===== src/rtl/block_reduce_pkg.sv =====
// Shared types for the block reduction controller: FSM states, reduction
// mode encodings and a width helper for the internal counters.
package block_reduce_pkg;

    typedef enum logic [2:0] {
        IDLE,
        CLEAR,
        SEND_ADDR,
        WAIT_MEM,
        ACCUMULATE,
        WRITE_RESULT,
        NEXT_BLOCK,
        DONE
    } state_e;

    typedef enum logic [1:0] {
        MODE_SUM_WRAP = 2'b00,
        MODE_SUM_SAT  = 2'b01,
        MODE_MAX      = 2'b10,
        MODE_MIN      = 2'b11
    } mode_e;

    // Counter width for a range of n values; never narrower than one bit.
    function automatic int widthOf(input int n);
        return (n > 1) ? $clog2(n) : 1;
    endfunction

endpackage


===== src/rtl/block_reduce_ctrl_acc.sv =====
// Accumulator datapath: one register, the mode ALU (wrap/saturating sum,
// unsigned max/min) and a per-block overflow flag. The controller clears it
// at the start of every block and enables it once per operand.
module reduce_acc
    import block_reduce_pkg::*;
#(
    parameter int DATA_W = 8
) (
    input  logic              i_clock,
    input  logic              i_reset,
    input  logic              i_clear,
    input  logic              i_enable,
    input  logic [1:0]        i_mode,
    input  logic [DATA_W-1:0] i_data,
    output logic [DATA_W-1:0] o_acc,
    output logic              o_blockOvf
);

    logic [DATA_W-1:0] r_acc;
    logic              r_blockOvf;
    logic [DATA_W:0]   w_sum;
    logic [DATA_W-1:0] w_nextAcc;
    logic              w_carry;

    // Mode ALU: next accumulator value and whether this step carried out.
    always_comb begin
        w_sum     = {1'b0, r_acc} + {1'b0, i_data};
        w_nextAcc = r_acc;
        w_carry   = 1'b0;
        case (i_mode)
            MODE_SUM_WRAP: begin
                w_nextAcc = w_sum[DATA_W-1:0];
                w_carry   = w_sum[DATA_W];
            end
            MODE_SUM_SAT: begin
                w_nextAcc = w_sum[DATA_W] ? {DATA_W{1'b1}} : w_sum[DATA_W-1:0];
                w_carry   = w_sum[DATA_W];
            end
            MODE_MAX: w_nextAcc = (i_data > r_acc) ? i_data : r_acc;
            MODE_MIN: w_nextAcc = (i_data < r_acc) ? i_data : r_acc;
            default:  w_nextAcc = r_acc;
        endcase
    end

    // Accumulator and block overflow; min mode starts from all-ones so the first operand always wins.
    always_ff @(posedge i_clock) begin
        if (i_reset) begin
            r_acc      <= '0;
            r_blockOvf <= 1'b0;
        end else if (i_clear) begin
            r_acc      <= (i_mode == MODE_MIN) ? {DATA_W{1'b1}} : '0;
            r_blockOvf <= 1'b0;
        end else if (i_enable) begin
            r_acc      <= w_nextAcc;
            r_blockOvf <= r_blockOvf | w_carry;
        end
    end

    assign o_acc      = r_acc;
    assign o_blockOvf = r_blockOvf;

endmodule


===== src/rtl/block_reduce_ctrl.sv =====
// Block reduction controller: on Start, reduces NUM_BLOCKS memory blocks of
// BLOCK_LEN-1 operands each and writes every result into the block's last
// word, talking to a single-port memory with RD_LAT cycles of read latency.
module block_reduce_ctrl
    import block_reduce_pkg::*;
#(
    parameter int DATA_W     = 8,
    parameter int ADDR_W     = 5,
    parameter int BLOCK_LEN  = 8,
    parameter int NUM_BLOCKS = 4,
    parameter int RD_LAT     = 2
) (
    input  logic              i_clock,
    input  logic              i_reset,
    input  logic              i_start,
    input  logic [1:0]        i_mode,
    output logic              o_busy,
    output logic              o_ready,
    output logic              o_readEnable,
    input  logic [DATA_W-1:0] i_readData,
    output logic              o_writeEnable,
    output logic [DATA_W-1:0] o_writeData,
    output logic [ADDR_W-1:0] o_address,
    output logic              o_overflow
);

    localparam int IDX_W  = widthOf(BLOCK_LEN);
    localparam int BLK_W  = widthOf(NUM_BLOCKS);
    localparam int WAIT_W = widthOf(RD_LAT);

    localparam logic [IDX_W-1:0]  IDX_LAST    = IDX_W'(BLOCK_LEN - 2);
    localparam logic [BLK_W-1:0]  BLK_LAST    = BLK_W'(NUM_BLOCKS - 1);
    localparam logic [WAIT_W-1:0] WAIT_LAST   = WAIT_W'((RD_LAT > 1) ? RD_LAT - 2 : 0);
    localparam logic [ADDR_W-1:0] BLOCK_LEN_A = ADDR_W'(BLOCK_LEN);
    localparam logic [ADDR_W-1:0] RESULT_OFS  = ADDR_W'(BLOCK_LEN - 1);

    if (BLOCK_LEN < 2) begin : g_badBlockLen
        $error("block_reduce_ctrl: BLOCK_LEN must be at least 2");
    end
    if (NUM_BLOCKS < 1) begin : g_badNumBlocks
        $error("block_reduce_ctrl: NUM_BLOCKS must be at least 1");
    end
    if (RD_LAT < 1) begin : g_badRdLat
        $error("block_reduce_ctrl: RD_LAT must be at least 1");
    end
    if (BLOCK_LEN * NUM_BLOCKS > 2 ** ADDR_W) begin : g_badAddrW
        $error("block_reduce_ctrl: blocks do not fit in the address space");
    end

    state_e            r_state;
    state_e            w_next;
    logic [IDX_W-1:0]  r_idx;
    logic [BLK_W-1:0]  r_blk;
    logic [WAIT_W-1:0] r_wait;
    logic [1:0]        r_mode;
    logic              r_overflow;

    logic              w_busy;
    logic              w_ready;
    logic              w_readEnable;
    logic              w_writeEnable;
    logic [ADDR_W-1:0] w_address;
    logic [ADDR_W-1:0] w_blockBase;
    logic              w_accClear;
    logic              w_accEnable;
    logic [DATA_W-1:0] w_acc;
    logic              w_blockOvf;

    // State register; reset wins over every transition.
    always_ff @(posedge i_clock) begin
        if (i_reset) begin
            r_state <= IDLE;
        end else begin
            r_state <= w_next;
        end
    end

    // Next-state and per-state outputs; anything not driven in a state stays 0.
    always_comb begin
        w_next        = r_state;
        w_busy        = 1'b1;
        w_ready       = 1'b0;
        w_readEnable  = 1'b0;
        w_writeEnable = 1'b0;
        w_address     = '0;
        w_accClear    = 1'b0;
        w_accEnable   = 1'b0;
        w_blockBase   = ADDR_W'(r_blk) * BLOCK_LEN_A;
        case (r_state)
            IDLE: begin
                w_busy = 1'b0;
                if (i_start) begin
                    w_next = CLEAR;
                end
            end
            CLEAR: begin
                w_accClear = 1'b1;
                w_next     = SEND_ADDR;
            end
            SEND_ADDR: begin
                w_readEnable = 1'b1;
                w_address    = w_blockBase + ADDR_W'(r_idx);
                w_next       = (RD_LAT > 1) ? WAIT_MEM : ACCUMULATE;
            end
            WAIT_MEM: begin
                w_readEnable = 1'b1;
                w_address    = w_blockBase + ADDR_W'(r_idx);
                if (r_wait == WAIT_LAST) begin
                    w_next = ACCUMULATE;
                end
            end
            ACCUMULATE: begin
                w_accEnable = 1'b1;
                w_next      = (r_idx == IDX_LAST) ? WRITE_RESULT : SEND_ADDR;
            end
            WRITE_RESULT: begin
                w_writeEnable = 1'b1;
                w_address     = w_blockBase + RESULT_OFS;
                w_next        = NEXT_BLOCK;
            end
            NEXT_BLOCK: begin
                w_next = (r_blk == BLK_LAST) ? DONE : CLEAR;
            end
            DONE: begin
                w_ready = 1'b1;
                w_next  = IDLE;
            end
            default: w_next = IDLE;
        endcase
    end

    // Operand/block/wait counters, latched mode and the sticky run overflow.
    always_ff @(posedge i_clock) begin
        if (i_reset) begin
            r_idx      <= '0;
            r_blk      <= '0;
            r_wait     <= '0;
            r_mode     <= MODE_SUM_WRAP;
            r_overflow <= 1'b0;
        end else begin
            case (r_state)
                IDLE: begin
                    if (i_start) begin
                        r_mode     <= i_mode;
                        r_overflow <= 1'b0;
                        r_blk      <= '0;
                        r_idx      <= '0;
                    end
                end
                SEND_ADDR:    r_wait <= '0;
                WAIT_MEM:     r_wait <= r_wait + 1'b1;
                ACCUMULATE:   r_idx  <= (r_idx == IDX_LAST) ? '0 : r_idx + 1'b1;
                WRITE_RESULT: r_overflow <= r_overflow | w_blockOvf;
                NEXT_BLOCK:   r_blk  <= (r_blk == BLK_LAST) ? '0 : r_blk + 1'b1;
                default: ;
            endcase
        end
    end

    reduce_acc #(
        .DATA_W (DATA_W)
    ) u_acc (
        .i_clock    (i_clock),
        .i_reset    (i_reset),
        .i_clear    (w_accClear),
        .i_enable   (w_accEnable),
        .i_mode     (r_mode),
        .i_data     (i_readData),
        .o_acc      (w_acc),
        .o_blockOvf (w_blockOvf)
    );

    assign o_busy        = w_busy;
    assign o_ready       = w_ready;
    assign o_readEnable  = w_readEnable;
    assign o_writeEnable = w_writeEnable;
    assign o_address     = w_address;
    assign o_writeData   = w_writeEnable ? w_acc : '0;
    assign o_overflow    = r_overflow;

endmodule


===== config.mk =====
export PLATFORM = sky130hd
export DESIGN_NAME = block_reduce_ctrl
export DESIGN_NICKNAME = d
export VERILOG_FILES = /design/src/rtl/block_reduce_pkg.sv /design/src/rtl/block_reduce_ctrl_acc.sv /design/src/rtl/block_reduce_ctrl.sv
export SDC_FILE = /design/constraint.sdc
export NUM_CORES = 1
export LEC_CHECK = 0
export BUFFER_PORTS_ARGS = -buffer_cell sky130_fd_sc_hd__clkbuf_2
export CORE_MARGIN = 2
export CORE_UTILIZATION = 55
export DETAILED_ROUTE_END_ITERATION = 6
export PLACE_DENSITY = 0.78
export SLEW_MARGIN = 5
export SYNTH_ARGS = -nofsm -noshare
export SYNTH_HDL_FRONTEND = slang
export SYNTH_HIERARCHICAL = 1
export SYNTH_SLANG_ARGS = --single-unit

===== constraint.sdc =====
create_clock -name i_clock -period 2.55 [get_ports i_clock]
set_clock_uncertainty 0.15 [all_clocks]
set_input_delay 0.3825 -clock i_clock [delete_from_list [all_inputs] [get_ports i_clock]]
set_output_delay 0.3825 -clock i_clock [all_outputs]
set_load 0.01 [all_outputs]

==> metrics <==
Crit Path Class flip-flop to flip-flop; Post-Synthesis Cell Area ~0.0018 sq mm; RSZ-0062 raised after global routing no; CP max stage delay 0.39 ns; CTS tree built; Final Cell Area between 0.002 and 0.0025 sq mm; total of max-cap violations 0; initial antenna violation count 0; commonest non-fill, non-tap cell in the layout clkbuf_2; simple-gate portion of the synthesized area 0.237; vias in the first global route about 1,400; syn nets approximately 250; end of the worst hold path r_mode[1]; chip width 61.1 microns; via count 1,648; placed insts about 290; IO buf count 30; ys async rst share 0; starting DRC count in detailed routing 110; dpl hpwl about 3.1 mm; Max VDD drop roughly 0.36 mV; worst hold path type input port to flip-flop; crit-path cells inv_1 > ha_1 > nand4_1 > a21oi_1 > mux2i_1 > nor2_2 > a221oi_1; Avg Synthesized Cell Area 8.31 sq um; DIE AREA approximately 0.0037 sq mm; Initial Util 0.583; sum of negative setup slack 0 ns; Max Root-Sink Buffers 2; Worst Path Max Fanout 6; slew margin rel. 0.679; largest family of logic cells by synthesized area compound AO/OA/AOI/OAI gates; die height 61.1 microns; Detail Route Antenna Nets 0; Hold Crit Start i_mode[1]; H-tree Lvls 1; Synth cell types 53; pin count of the biggest net entering global routing 21; global-route wire length before repair between 6 and 7 mm; status completed; Synth Area in Adders 0.130; Tightest Pin Transition between 0.4 and 0.5 ns; Worst-Skew Late Latency 0.32 ns; required time of the critical path 2.62 ns; fraction of layout cells with a size suffix above 1 0.218; CP Launch Type flip-flop; min cycle time layout 2.42 ns; P_leak slightly below 0.9 nW; Post-synth EDFFs 0; delay-heaviest family, CP compound AO/OA/AOI/OAI gates; Synth Area in XOR/XNOR 0.0244; reg2reg start u_acc/o_acc[6]; PnR worst setup slack 0.133 ns; FF+latch count, synth 21; fin nets between 200 and 300; Worst Setup End Kind flip-flop; # rows 20; Clk pwr share 0.119; Cell Pwr Density 725 mW/mm^2; post-synthesis mux area share 0.0111; Synth Flop Type dfxtp_1; DR vias/cell around 5.6; Sw Ratio 0.444; Max Fclk 414 MHz; clock sinks 21; DRT Pass-1 Iters 4; fin crit share 0.948; Compound-Gate Fraction of Synth Area 0.289; layout overhead on the synthesized area 13.7%; root cell of the clock tree clkbuf_4; drt drc 0; clock-pin slew on the worst setup and hold paths about 0.14 ns; final wirelength 4.13 mm; Slew Viols, Final 0; ant diodes 0; post-cts hold buffer count 0; total CTS buffers 3; DP Worst Slack 0.0747 ns; number of gates resized after cts 0; Internal 0.000822 W; Worst Setup SP u_acc/o_acc[6]; cell count after synthesis about 220; Hold Path Cell Cnt 3; total track usage 0.230; I/O pins 31; Avg WL per Cell 14.1 microns; Comb power frac 0.580; core area 0.00308 sq mm; CP Data Arrival Time 2.49 ns; Final Hold Viols 0; most frequent cells in the layout clkbuf_2 (30), a21oi_1 (21), inv_1 (21), dfxtp_1 (21), ha_1 (17); cell depth of the worst setup path 7; worst reg2reg path depth 7; Net Switching 0.000657 W; FF-to-FF setup slack 0.13 ns; dpl cell area 0.00201 sq mm; Finished Layout Cells between 200 and 300; Routability Congestion 0.870; sequential fraction of the synthesis area 0.234; Setup violations, final 0; endpoint of the lowest-slack register-to-register path u_acc/o_acc[3]; Remaining Overflow, GRT 0; CP Buf/Inv Count 1; slowest CP cell dfxtp_1; Warnings, synthesis 6; Post-CTS Setup Inserts 0; register share of total power 0.301
## per-stage QoR
step	total power [W]	hold WS (ns)	utilization
global placement	0.00128	0.299	0.654
finish	0.00148	0.116	0.663
floorplan	0.00109	0.284	-
global route	0.00159	0.132	0.663
detailed placement	0.00130	0.310	0.654
CTS	0.00147	0.120	0.663
## kinds of logic (layout without fill, tap and decap cells)
kind of cell             count (synthesis)  count (layout)
flip-flops                              21              21
buffers and inverters                   32              64
XOR/XNOR                                 5               5
multiplexers                             2               2
AO/OA/AOI/OAI                           67              67
adder cells (fa/ha/maj)                 18              18
AND/OR/NAND/NOR                         71              71
## tightest hold or removal path: stages
cell and delay [ns]:
clkbuf_2 0.08, nand2_1 0.04, a21oi_1 0.05
## sequential cells by signal, indices dropped and copies added (netlist names)
| register | cells |
|---|---|
| u_acc/o_blockOvf | 1 |
| o_overflow | 1 |
| r_state | 3 |
| r_blk | 2 |
| r_idx | 3 |
| r_mode | 2 |
| u_acc/o_acc | 8 |
| r_wait | 1 |
## synthesized netlist by cell type, types with 2 or more instances
master	number	area share
a21oi_1	21	0.059
dfxtp_1	21	0.23
inv_1	21	0.044
ha_1	17	0.12
nand2_1	13	0.027
nor2_1	10	0.021
and2_1	9	0.031
nand3b_1	6	0.025
nor3_1	6	0.017
a221oi_1	5	0.024
buf_2	5	0.014
o21a_1	5	0.021
xnor2_1	5	0.024
clkbuf_1	4	0.0084
nand2b_1	4	0.014
nand3_1	4	0.011
nor2b_1	4	0.014
o221ai_1	4	0.020
o31ai_1	4	0.017
a21o_1	3	0.013
o211ai_1	3	0.013
o21bai_1	3	0.013
a211oi_1	2	0.0084
a311oi_1	2	0.0098
mux2i_1	2	0.011
nand4_1	2	0.0070
nor2_2	2	0.0070
o21ai_0	2	0.0056
o311ai_0	2	0.0098
or3_1	2	0.0070
## power groups by stage
stage	clock network [W]	registers, W	logic (W)
after floorplan	0	0.000431	0.000659
after global placement	0	0.000450	0.000833
after detailed placement	0	0.000453	0.000845
after CTS	0.000176	0.000446	0.000849
after global routing	0.000187	0.000454	0.000953
final	0.000176	0.000445	0.000858
## cell type report
type                            count  area [sq um]
Clock inverter                      1          5.00
Timing Repair Buffer               39           218
Sequential cell                    21           420
Multi-Input combinational cell    163          1240
Clock buffer                        3          22.5
Fill cell                         283          1040
Inverter                           21          78.8
Tap cell                           44          55.1
## layer usage
metal,global-route usage,share of wire
met1,0.367,0.50
met2,0.325,0.42
met3,0.0273,0.076
met4,0.0559,0.0065
met5,0,0
## how the worst max path moves through the flow
stage                           endpoint
after detailed placement  u_acc/o_acc[6]
final                     u_acc/o_acc[3]
after global routing      u_acc/o_acc[3]
after global placement    u_acc/o_acc[6]
after CTS                 u_acc/o_acc[6]
after floorplan           u_acc/o_acc[6]
Power figures use the tool's default switching activity.
